===== src/rtl/nebula_pkg.sv =====
// Shared NIU/NoC definitions: TX source indices and TX scheduler state.
package nebula_pkg;

  localparam int SRC_WR  = 0;
  localparam int SRC_RD  = 1;
  localparam int SRC_RSP = 2;

  typedef enum logic [0:0] {
    TXS_IDLE,
    TXS_LOCKED
  } txs_e;

endpackage


===== src/rtl/nebula_rr_arb.sv =====
// Combinational round-robin arbiter: first requester at or after ptr wins.
module nebula_rr_arb #(
  parameter  int N  = 3,
  localparam int IW = (N > 1) ? $clog2(N) : 1
) (
  input  logic [N-1:0]  req,
  input  logic [IW-1:0] ptr,
  output logic [N-1:0]  gnt,
  output logic [IW-1:0] idx,
  output logic          any
);

  // Upper segment [ptr..N-1] first, then wrap to the lowest index.
  always_comb begin
    gnt = '0;
    idx = '0;
    any = 1'b0;
    for (int i = 0; i < N; i++) begin
      if (!any && req[i] && IW'(i) >= ptr) begin
        any    = 1'b1;
        gnt[i] = 1'b1;
        idx    = IW'(i);
      end
    end
    for (int i = 0; i < N; i++) begin
      if (!any && req[i]) begin
        any    = 1'b1;
        gnt[i] = 1'b1;
        idx    = IW'(i);
      end
    end
  end

endmodule


===== src/rtl/nebula_niu_tx_sched.sv =====
// NIU transmit injection scheduler: packet-level round-robin with
// wormhole locking and credit-based flow control onto noc_tx.
module nebula_niu_tx_sched
  import nebula_pkg::*;
#(
  parameter  int NUM_SRC = 3,
  parameter  int FLIT_W  = 64,
  parameter  int CREDITS = 4,
  localparam int SRC_W   = $clog2(NUM_SRC),
  localparam int CRD_W   = $clog2(CREDITS + 1)
) (
  input  logic                      clk,
  input  logic                      rst,
  input  logic [NUM_SRC-1:0]        src_valid,
  input  logic [NUM_SRC*FLIT_W-1:0] src_flit,
  input  logic [NUM_SRC-1:0]        src_last,
  output logic [NUM_SRC-1:0]        src_ready,
  output logic                      tx_valid,
  output logic [FLIT_W-1:0]         tx_flit,
  output logic                      tx_last,
  output logic [SRC_W-1:0]          tx_src,
  input  logic                      credit_ret,
  output logic [CRD_W-1:0]          credits,
  output logic                      busy,
  output logic                      err_credit_ovf
);

  localparam logic [CRD_W-1:0] CRD_MAX = CRD_W'(CREDITS);
  localparam logic [SRC_W-1:0] SRC_TOP = SRC_W'(NUM_SRC - 1);

  txs_e              state_q, state_d;
  logic [SRC_W-1:0]  owner_q, owner_d;
  logic [SRC_W-1:0]  rr_ptr_q, rr_ptr_d;
  logic [CRD_W-1:0]  credits_q, credits_d;
  logic              err_q, err_d;
  logic              tx_valid_q, tx_valid_d;
  logic [FLIT_W-1:0] tx_flit_q, tx_flit_d;
  logic              tx_last_q, tx_last_d;
  logic [SRC_W-1:0]  tx_src_q, tx_src_d;

  logic [NUM_SRC-1:0] arb_gnt;
  logic [SRC_W-1:0]   arb_idx;
  logic               arb_any;

  logic              has_crd;
  logic              accept;
  logic [SRC_W-1:0]  sel;
  logic [FLIT_W-1:0] sel_flit;
  logic              sel_last;
  logic [SRC_W-1:0]  sel_nxt;

  nebula_rr_arb #(.N(NUM_SRC)) u_arb (
    .req (src_valid),
    .ptr (rr_ptr_q),
    .gnt (arb_gnt),
    .idx (arb_idx),
    .any (arb_any)
  );

  always_comb begin
    has_crd   = (credits_q != '0);
    src_ready = '0;
    sel       = arb_idx;
    if (state_q == TXS_LOCKED) begin
      sel            = owner_q;
      src_ready[sel] = src_valid[sel] && has_crd;
    end else if (arb_any && has_crd) begin
      src_ready = arb_gnt;
    end
    accept = |src_ready;

    sel_flit = '0;
    for (int i = 0; i < NUM_SRC; i++) begin
      if (sel == SRC_W'(i)) sel_flit = src_flit[i*FLIT_W +: FLIT_W];
    end
    sel_last = src_last[sel];
    sel_nxt  = (sel == SRC_TOP) ? '0 : sel + SRC_W'(1);

    state_d  = state_q;
    owner_d  = owner_q;
    rr_ptr_d = rr_ptr_q;
    if (accept) begin
      if (sel_last) begin
        state_d  = TXS_IDLE;
        rr_ptr_d = sel_nxt;
      end else begin
        state_d = TXS_LOCKED;
        owner_d = sel;
      end
    end

    credits_d = credits_q;
    err_d     = err_q;
    unique case ({accept, credit_ret})
      2'b10: credits_d = credits_q - CRD_W'(1);
      2'b01: begin
        if (credits_q == CRD_MAX) err_d = 1'b1;
        else credits_d = credits_q + CRD_W'(1);
      end
      default: ;
    endcase

    tx_valid_d = accept;
    tx_flit_d  = accept ? sel_flit : tx_flit_q;
    tx_last_d  = accept ? sel_last : tx_last_q;
    tx_src_d   = accept ? sel : tx_src_q;
  end

  always_ff @(posedge clk or posedge rst) begin
    if (rst) begin
      state_q    <= TXS_IDLE;
      owner_q    <= '0;
      rr_ptr_q   <= '0;
      credits_q  <= CRD_MAX;
      err_q      <= 1'b0;
      tx_valid_q <= 1'b0;
      tx_flit_q  <= '0;
      tx_last_q  <= 1'b0;
      tx_src_q   <= '0;
    end else begin
      state_q    <= state_d;
      owner_q    <= owner_d;
      rr_ptr_q   <= rr_ptr_d;
      credits_q  <= credits_d;
      err_q      <= err_d;
      tx_valid_q <= tx_valid_d;
      tx_flit_q  <= tx_flit_d;
      tx_last_q  <= tx_last_d;
      tx_src_q   <= tx_src_d;
    end
  end

  assign tx_valid       = tx_valid_q;
  assign tx_flit        = tx_flit_q;
  assign tx_last        = tx_last_q;
  assign tx_src         = tx_src_q;
  assign credits        = credits_q;
  assign busy           = (state_q == TXS_LOCKED);
  assign err_credit_ovf = err_q;

endmodule


===== config.mk =====
export PLATFORM = sky130hd
export DESIGN_NAME = nebula_niu_tx_sched
export DESIGN_NICKNAME = d
export VERILOG_FILES = /design/src/rtl/nebula_pkg.sv /design/src/rtl/nebula_rr_arb.sv /design/src/rtl/nebula_niu_tx_sched.sv
export SDC_FILE = /design/constraint.sdc
export NUM_CORES = 1
export LEC_CHECK = 0
export CELL_PAD_IN_SITES_DETAIL_PLACEMENT = 1
export CELL_PAD_IN_SITES_GLOBAL_PLACEMENT = 2
export CORE_MARGIN = 2
export CORE_UTILIZATION = 17
export CTS_CLUSTER_SIZE = 12
export DETAILED_ROUTE_END_ITERATION = 10
export GPL_ROUTABILITY_DRIVEN = 0
export HOLD_SLACK_MARGIN = 0.02
export PLACE_DENSITY = 0.79
export SETUP_SLACK_MARGIN = 0.02
export SLEW_MARGIN = 10
export SYNTH_ARGS = -nofsm -noshare
export SYNTH_HDL_FRONTEND = slang
export SYNTH_SLANG_ARGS = --single-unit

===== constraint.sdc =====
create_clock -name clk -period 2.8 [get_ports clk]
set_input_delay 0.84 -clock clk [delete_from_list [all_inputs] [get_ports clk]]
set_output_delay 0.84 -clock clk [all_outputs]
set_load 0.02 [all_outputs]

== Yosys cells after proc, flatten, opt, wreduce, memory -nomap -nowiden ==
Cells that the tools add are included.
W data, S select, Z words.

* Reduce and logical (&&, ||, !) cells: 24
* Equality and inequality tests: 6
* Bitwise operators: 2
* Add/sub/neg operators: 3
* Multiplexer cells: 32
* Magnitude comparators: 6

{| class="wikitable"
|+ Operators with widths
! kind !! count
|-
| $mux W64 || 3
|-
| $mux W1 || 16
|-
| $mux W2 || 6
|-
| $logic_and A1 B1 Y1 || 11
|-
| $mux W3 || 3
|-
| $reduce_and A2 Y1 || 4
|-
| $lt A2 B3 Y1 const B || 2
|-
| $pmux W3 S2 || 1
|-
| $logic_not A1 Y1 || 5
|-
| $bmux W1 S2 || 2
|-
| $eq A2 B1 Y1 const B || 2
|-
| $eq A2 B2 Y1 const B || 2
|-
| $ge A1 B2 Y1 const A || 2
|-
| $add A3 B1 Y3 const B || 1
|-
| $and A3 B3 Y3 || 1
|-
| $eq A3 B3 Y1 const B || 1
|-
| $reduce_bool A3 Y1 || 1
|-
| $reduce_or A3 Y1 || 1
|-
| $sub A3 B1 Y3 const B || 1
|-
| $add A2 B1 Y2 const B || 1
|-
| $demux W1 S2 || 1
|-
| $ge A2 B1 Y1 const B || 1
|-
| $ge A2 B2 Y1 const A || 1
|-
| $logic_not A2 Y1 || 1
|-
| other kinds (3) || 3
|}

* Bits in registers: 77
* Input port bits: 201
* Word-level logic and storage cells: 82
* Output and inout bits: 76

== Longest topological paths before layout ==
* Depth after elaboration: 27
* Depth in mapped cells: 13
* Mapped depth without buffers: 9

== Cells and area by module ==
Synthesis repeated with hierarchy kept, for this count alone.

* Cells, all modules: 511
* Area total of the unflattened synthesis: 4,433.0 um2

{| class="wikitable"
|+ Modules (own cells, without submodules)
! module !! times used !! area an instance (um2) !! sequential area each (um2) !! cells an instance
|-
| nebula_niu_tx_sched || 1 || 4,332.9 || 1,928.1 || 497
|-
| nebula_rr_arb || 1 || 100.1 || 0.0 || 14
|}

== Worst setup path after synthesis ==
OpenSTA, ideal clock, no wires.

* Path type: input -> register
* From: input port src_valid[2]
* To: register credits_q[1] (netlist: credits[1])
* Setup slack: -342 ps
* Arrival: 3,016 ps
* Setup time: 126 ps
* Stages on the path: 11
* Data required time: 2,674 ps
* Path buffers: 3
* Cells stage by stage: or2_2 > a221oi_1 > o211ai_1 > and3_1 > buf_6 > buf_6 > buf_2 > nand2_1 > fa_1 > a21o_1 > a221o_1

* Elaborated cells on any way between the ends: 30
* Those cells by class: 3 x eq/ne; 13 x mux; 1 x bitwise; 13 x reduce/logical

{| class="wikitable"
|+ RTL lines
! item !! line !! text
|-
| start, declared || nebula_niu_tx_sched.sv:14 || <nowiki>input logic [NUM_SRC-1:0] src_valid,</nowiki>
|-
| $logic_and A1 B1 Y1 (2 in series) || nebula_rr_arb.sv:19 || <nowiki>if (!any && req[i] && IW'(i) >= ptr) begin</nowiki>
|-
| $mux W1 || nebula_rr_arb.sv:19 ||
|-
| $logic_not A1 Y1 || nebula_rr_arb.sv:26 || <nowiki>if (!any && req[i]) begin</nowiki>
|-
| $logic_and A1 B1 Y1 || nebula_rr_arb.sv:26 ||
|-
| $mux W1 || nebula_rr_arb.sv:26 ||
|-
| $logic_not A1 Y1 || nebula_rr_arb.sv:26 ||
|-
| $logic_and A1 B1 Y1 || nebula_rr_arb.sv:26 ||
|-
| $mux W1 || nebula_rr_arb.sv:26 ||
|-
| [2 not listed] || - ||
|-
| $mux W1 || nebula_rr_arb.sv:26 ||
|-
| $logic_and A1 B1 Y1 || nebula_niu_tx_sched.sv:67 || <nowiki>end else if (arb_any && has_crd) begin</nowiki>
|-
| $mux W3 || nebula_niu_tx_sched.sv:67 ||
|-
| $mux W3 (*) || nebula_niu_tx_sched.sv:64 || <nowiki>if (state_q == TXS_LOCKED) begin</nowiki>
|-
| $reduce_or A3 Y1 (*) || nebula_niu_tx_sched.sv:70 || <nowiki>accept = |src_ready;</nowiki>
|-
| $eq A2 B1 Y1 / $eq A2 B2 Y1 (equally long branches) || nebula_niu_tx_sched.sv:94 || <nowiki>unique case ({accept, credit_ret})</nowiki>
|-
| $pmux W3 S2 (*) || nebula_niu_tx_sched.sv:94 ||
|-
| named net credits_d[1] || nebula_niu_tx_sched.sv:34 || <nowiki>logic [CRD_W-1:0] credits_q, credits_d;</nowiki>
|-
| end signal, assigned || nebula_niu_tx_sched.sv:124 || <nowiki>credits_q <= credits_d;</nowiki>
|-
| end, declared || nebula_niu_tx_sched.sv:34 ||
|}

Mark *: on every way through the listed nets, which the timed path passes. The rest lies on a longest branch. The select of a mux whose other input is x is not followed.
A chain may end at the register's enable or synchronous reset.

== Final worst setup path ==
* From: input port src_valid[2]
* To: output port src_ready[0]

* Longest elaborated chain between the ends: 15
* Elaborated cells on any way between the ends: 20
* Those cells by class: 9 x mux; 1 x bitwise; 10 x reduce/logical

{| class="wikitable"
|+ RTL lines
! item !! line !! text
|-
| $logic_and A1 B1 Y1 (2 in series) || nebula_rr_arb.sv:19 ||
|-
| $mux W1 || nebula_rr_arb.sv:19 ||
|-
| $logic_not A1 Y1 || nebula_rr_arb.sv:26 ||
|-
| $logic_and A1 B1 Y1 || nebula_rr_arb.sv:26 ||
|-
| $mux W1 || nebula_rr_arb.sv:26 ||
|-
| $logic_not A1 Y1 || nebula_rr_arb.sv:26 ||
|-
| $logic_and A1 B1 Y1 || nebula_rr_arb.sv:26 ||
|-
| $mux W1 || nebula_rr_arb.sv:26 ||
|-
| $logic_not A1 Y1 || nebula_rr_arb.sv:26 ||
|-
| $logic_and A1 B1 Y1 || nebula_rr_arb.sv:26 ||
|-
| $mux W1 || nebula_rr_arb.sv:26 ||
|-
| $logic_and A1 B1 Y1 || nebula_niu_tx_sched.sv:67 ||
|-
| $mux W3 || nebula_niu_tx_sched.sv:67 ||
|-
| $mux W3 (*) || nebula_niu_tx_sched.sv:64 ||
|-
| end, declared || nebula_niu_tx_sched.sv:17 || <nowiki>output logic [NUM_SRC-1:0] src_ready,</nowiki>
|}

Mark *: on every way between the ends. The rest lies on a longest branch, timed or not. The select of a mux whose other input is x is not followed.

==> impl_metrics.yaml <==
outcome:
  outcome: "complete, no violations"
timing:
  slew_viol_final: 0
  max_freq_mhz: 372
  setup_viol: 0
  period_needed_ns: 2.69
  fin_skew_ns: 0.00713
  maxSlewHeadroom_pct: 65.5
  finalHoldViolCount: 0
  tightest_slew_ns: 0.517
  finalCritPeriodShare_pct: 96.1
  rsz0062_at_grt: "no"
  fin_hold_ws_ns: 0.477
floorplanning:
  die_x_um: 156
  io_pins: 277
  fp.dieH_um: 156
  start_util_pct: 17.3
  rows: 55
  die_area_um2: 24400
  core_um2: 22700
final_layout:
  syn2layout_area_growth_pct: 89.7
  multiInputGateArea_um2: 1820
  finalNonFillerCells: 971
  fin_area_um2: 7470
  fill_cells: 2608
  diodes: 0
  final_nets: 883
  seq_area_um2: 1930
  drive_above_1_share_pct: 8.45
clock_network:
  cts_max_level: 3
  cts.path.max_buffers: 2
  numCtsBuffers: 9
  cts_root_buf: "clkbuf_16"
  clkSinkCount: 77
  clock_latency_ns: 0.34
  clkTransAtPathRegs_ns: 0.06
  cts_tree: "done"
synth:
  syn_area_um2: 3940
  synth_area_per_cell_um2: 9.57
  synth_edf_count: 0
  synth_seq_area_share_pct: 49.0
  ys_types: 43
  synth-async-reset-ratio_pct: 100
  synth_nets: 613
  ys_warn_count: 0
  ys_ff_latch: 77
  syn_inst: 411
  synth-main-ff-cell: "dfrtp_1"
critical_path:
  crit_fanout: 3
  criticalPathCategory: "in2out"
  cp.required_ns: 1.96
  cp-start-kind: "primary input"
  crit_arrival_ns: 1.85
  cp-end-kind: "primary output"
routing:
  vias_per_cell: 4.63
  drt-pass1-iter-count: 6
  vias: 4500
  drc_errors: 0
  drt_wl_total_mm: 17.2
  antenna_left: 0
  drtIter0Drc: 281
  wire_per_inst_um: 17.7
min_path:
  holdCritPathClass: "reg2reg"
global_routing:
  antenna_found_initial: 1
  grt_max_degree: 78
  grt_pass1_wl_mm: 26.3
  grt_remaining_overflow: 0
  grt_usage_pct: 13.9
  grt_pass1_vias: 4688
power_and_ir_drop:
  power.total_uw: 8980
  power.density_nw_per_um2: 1200
  leakage_uw: 0.00294
  peakVddDrop_v: 0.000466
run:
  maxCapViolCount: 0
place:
  hpwl_mm: 12.4
  dpl_cell_area_um2: 7180
  io_buffers: 276
  dpl.cell_count: 954
routing by layer:
metal	wire (um)	part of all wire [%]	vias up	track usage [%]
met5	0	0	-	0
met4	269	1.6	0	4.72
met3	1630	9.5	13	4.58
met2	8130	47	220	23.2
met1	7180	42	2138	16.9
li1	-	-	2129	-
power breakdown:
group | leakage, uW | switching, uW | total [uW] | internal, uW
logic | 0.00189 | 3190 | 5750 | 2560
registers | 0.000907 | 300 | 2040 | 1740
clock network | 0.000138 | 499 | 1190 | 690
timing repair:
action | 4_1_cts | 5_1_grt
endpoints found under the setup margin | 74 | 20
cloned | 0 | 0
pin swaps | 2 | 4
setup buffers | 1 | 0
gates resized for setup | 20 | 4
hold buffers | 0 | 0
cell type report:
type	instances	share of cell area, %
clock buffer	10	3.07
timing repair buffer	301	40.6
multi-input combinational	284	24.4
tap	285	4.78
clock inverter	6	0.855
sequential	77	25.8
inverter	8	0.520
layout by cell type, fill, tap and decap left out, types with 3 or more instances in the layout:
master / netlist / final
nor3_1: 4 / 4
nor2_1: 46 / 45
buf_4: 2 / 17
nand2_1: 34 / 33
dfrtp_1: 76 / 76
a21oi_1: 44 / 44
a222oi_1: 40 / 40
buf_12: 0 / 8
buf_2: 14 / 4
nor2b_1: 3 / 3
clkdlybuf4s50_1: 0 / 270
nand3_1: 4 / 4
o21ai_0: 49 / 49
clkbuf_16: 0 / 9
inv_1: 7 / 6
clkinvlp_4: 0 / 3
mux2_1: 3 / 3
a221o_1: 26 / 26
logic make-up after synthesis:
kind of cell	share of synthesized area [%]
flip-flops	49.0
buffers and inverters	6.10
multiplexers	1.11
adder cells (fa/ha/maj)	0.509
XOR/XNOR	0.223
AND/OR/NAND/NOR	10.7
AO/OA/AOI/OAI	32.3
stage by stage:
stage	TNS (ns)	setup slack (ns)	utilization, %
CTS	0	0.0261	32.9
finish	0	0.109	32.9
detailed placement	-34.82	-0.761	31.6
global route	0	0.0342	32.9
floorplan	-0.246	-0.246	-
global placement	-32.65	-0.719	31.6
Yosys cell counts, drive strengths merged, types with 2 or more instances:
cell type,instances,area [um2]
dfrtp,76,1900
nand2,34,128
a222oi,40,400
nor3,4,20.0
nor2,46,173
nand2b,2,12.5
buf,20,123
o21a,2,15.0
inv,8,35.0
a221o,26,260
mux2,3,33.8
a21o,2,15.0
o31a,2,17.5
o21ai,52,260
nor2b,3,18.8
a21oi,44,220
and3,2,12.5
nand3,4,20.0
clkbuf,22,82.6
worst max-delay path, cell delays in order:
cell and delay, ns:
clkdlybuf4s15_1 0.20, or2_4 0.24, a221oi_2 0.21, o211ai_1 0.15
inv_1 0.09, buf_6 0.11
sequential cells by signal, indices dropped and copies added, names as in the netlist:
signal	flops
tx_valid	1
tx_flit	64
busy	1
rr_ptr_q	2
err_credit_ovf	1
credits	3
tx_src	2
tx_last	1
owner_q	2
worst paths after layout:
| check | to | startpoint | slack [ns] | depth (start not counted) |
|---|---|---|---|---|
| max reg2reg | credits[1] | credits[2] | 0.12 | 9 |
| min in group asynchronous | err_credit_ovf | rst | 0.95 | 3 |
| min | tx_flit[22] | tx_flit[22] | 0.48 | 2 |
| min reg2reg | tx_flit[22] | tx_flit[22] | 0.48 | 2 |
| max | src_ready[0] | src_valid[2] | 0.11 | 6 |
| max in group asynchronous | owner_q[0] | rst | 1.39 | 3 |
(Power assumes the default switching activity.)
==> patch (same flow settings) <==
Set the parameter `FLIT_W` to 68 (it was 64).
--- a/src/rtl/nebula_niu_tx_sched.sv
+++ b/src/rtl/nebula_niu_tx_sched.sv
@@ -6,3 +6,3 @@
   parameter  int NUM_SRC = 3,
-  parameter  int FLIT_W  = 64,
+  parameter  int FLIT_W  = 68,
   parameter  int CREDITS = 4,
Ports: changed (resized src_flit and tx_flit); port bits go from 277 to 293. No check against the original RTL was run, so the function may have changed too.
==> patch against the original RTL <==
Count of clock-buffer cells in the layout is the same; largest power group unchanged; cell count grew 14%; synthesized area grew 8.6%; power grew 13%; critical path depth shrank 1; sequential share of layout area shrank 1.5 points; design area grew 12%; sequential cell count grew 4; maximum frequency shrank 0.36%; routed wire length grew 12%; register-to-register slack gained 80 ps; setup slack lost 9.6 ps.
==> patch: results (changes against the original RTL) <==
Worst setup path
  • Largest fanout on the critical path: 3 (unchanged)
  • FF-to-FF End: credits[2] (was credits[1])
  • R2R Setup Slk: 200 ps (was 120 ps)
  • Startpoint of the worst-slack reg-to-reg timing path: credits[1] (was credits[2])
  • Crit Path Class: primary input to primary output (unchanged)
  • Cell with the largest stage delay on the worst path: o31ai_4 (was or2_4)
  • Reg2Reg Depth: 9 (unchanged)
  • CP max stage delay: 290 ps (was 240 ps)
  • WP data arrival: 1860 ps

Worst hold path
  • Worst min-delay path category: flip-flop to flip-flop (unchanged)
  • Hold EP: tx_flit[63] (was tx_flit[22])
  • Hold Path Origin: tx_flit[63] (was tx_flit[22])

GRT
  • First-pass GRT wire length: 29,800 um (was 26,300 um)
  • Number of global-route vias before repair: 5,373 (was 4,688)
  • Total GRT Usage: 0.145 (was 0.139)
  • Initial antenna violation count: 0 (was 1)
  • Largest net degree at the start of global routing: 82 (was 78)

Layout
  • Share of post-route cells with drive strength above 1: 0.136 (was 0.0845)
  • Ant diodes: 0 (unchanged)
  • Number of flip-flops under the largest register name: 68 (was 64)
  • Layout Nets: 987 (was 883)

Clock tree
  • Root Driver: clkbuf_16 (unchanged)
  • Clock Path Buffers: 2 (unchanged)
  • Worst-Skew Late Latency: 340 ps (about the same)
  • Max H-tree Level: 3 (unchanged)
  • Worst-path clk slew: 70 ps

Detailed routing
  • Routed WL: 19,200 um (was 17,200 um)
  • Number of DRC markers in iteration 0: 346 (was 281)
  • Drt first pass iters: 8 (was 6)
  • Vias per inst: 4.64 (was 4.63)

Placement
  • Placed Instance Area: 8050 sq um (was 7180 sq um)
  • DPL Wire Length: 14,800 um (was 12,400 um)
  • Number of port buffers: 292 (was 276)

STA
  • Worst-Margin Slew: 537 ps (was 517 ps)
  • Final worst clock skew: 11.1 ps (was 7.13 ps)

Synth
  • Most numerous cell in the Yosys netlist: dfrtp_1 (unchanged)
  • Netlist cell types: 49 (was 43)
  • Most instantiated cells after synthesis: dfrtp_1 (80), a21oi_1 (71), nor2_1 (64) (was dfrtp_1 (76), o21ai_0 (49), nor2_1 (46))
  • Yosys warning total: 0 (unchanged)
  • Syn nets: 666 (was 613)
  • Register area share after synthesis: 0.475 (was 0.490)
  • Area contributors post-synth: dfrtp_1 (47%), a222oi_1 (12%), a21oi_1 (8.3%) (was dfrtp_1 (48%), a222oi_1 (10%), a221o_1 (6.6%))

Run status
  • Outcome: finished clean (unchanged)

Power
  • Static Leak: 3.30 nW (was 2.94 nW)
  • Peak supply drop: 0.000402 V (was 0.000466 V)
==> patch: cell types whose count changed in the layout (fill, tap and decap cells not counted), sizes merged, moves of 3 or more <==
cell / change
a221o: -26
clkdlybuf4s50: +16
mux2i: +3
o21ai: -45
buf: +35
nor2: +19
a211oi: +15
a21oi: +28
o22ai: +14
dfrtp: +4
o31ai: +19
nand3: -3
a222oi: +13
==> patch: critical path: cells and delay by family <==
family          cells  cell delay [ps]
compound gates      2              440
buf+inv             3              580
==> patch: how the worst max path moves through the flow <==
stage                       startpoint            to  depth (start not counted)
final                     src_valid[0]  src_ready[1]                          5
after global routing      src_valid[1]    credits[2]                         10
after CTS                 src_valid[2]  src_ready[0]                          5
after detailed placement  src_valid[0]  src_ready[1]                          5
after global placement    src_valid[0]  src_ready[1]                          5
after floorplan           src_valid[0]    credits[2]                         10
==> patch: cells by family after synthesis <==
logic type / Yosys count / synth area share
DFF: 81 / 0.475
xor gates and xnor gates: 2 / 0.00410
muxes: 5 / 0.0120
AOI/OAI and AO/OA: 194 / 0.333
buffers and inverters: 51 / 0.0483
adders and majority gates: 1 / 0.00469
and+or+nand+nor: 118 / 0.123
==> patch: report_power, final <==
group          leakage [nW]  internal (mW)  switching [mW]  total (mW)
Combinational          2.22           3.13            3.62        6.75
Sequential            0.935           1.83           0.370        2.20
Clock                 0.139          0.696           0.529        1.22
Total                  3.30           5.66            4.52        10.2
==> patch: timing repair <==
| item | CTS | global route |
|---|---|---|
| setup buffers | 0 | 0 |
| hold endpoints to repair | 0 | 0 |
| gates resized for setup | 24 | 4 |
| setup endpoints to repair | 56 | 2 |
| hold buffers | 0 | 0 |
| pin swaps | 5 | 1 |
==> patch: layout make-up <==
class | count | area [sq um]
fillers | 2906 | 16600
repair buffers | 353 | 3460
multi-input cells | 320 | 2100
flip-flops and latches | 81 | 2030
well taps | 330 | 413
clock buffers | 10 | 229
clock inverters | 6 | 67.6
inverters | 8 | 47.5
==> patch: through the flow <==
stage | hold WS (ps) | instances | worst slack [ps] | setup TNS, ps | util
4_1_cts | 480 | 1108 | 67.9 | 0 | 0.334
6_report | 476 | 1108 | 99.4 | 0 | 0.334
3_5_place_dp | 466 | 1092 | -745 | -33570 | 0.322
2_1_floorplan | 532 | 452 | -291 | -291 | -
5_1_grt | 503 | 1108 | 50.2 | 0 | 0.334
3_3_place_gp | 459 | 1092 | -702 | -28600 | 0.322
==> patch: metal layers <==
| layer | share of wire | track usage | wire, um | vias up |
|---|---|---|---|---|
| met5 | 0 | 0 | 0 | - |
| met4 | 0.0099 | 0.0310 | 191 | 0 |
| met3 | 0.078 | 0.0446 | 1500 | 12 |
| met2 | 0.50 | 0.257 | 9650 | 212 |
| met1 | 0.41 | 0.172 | 7890 | 2511 |
| li1 | - | - | - | 2405 |
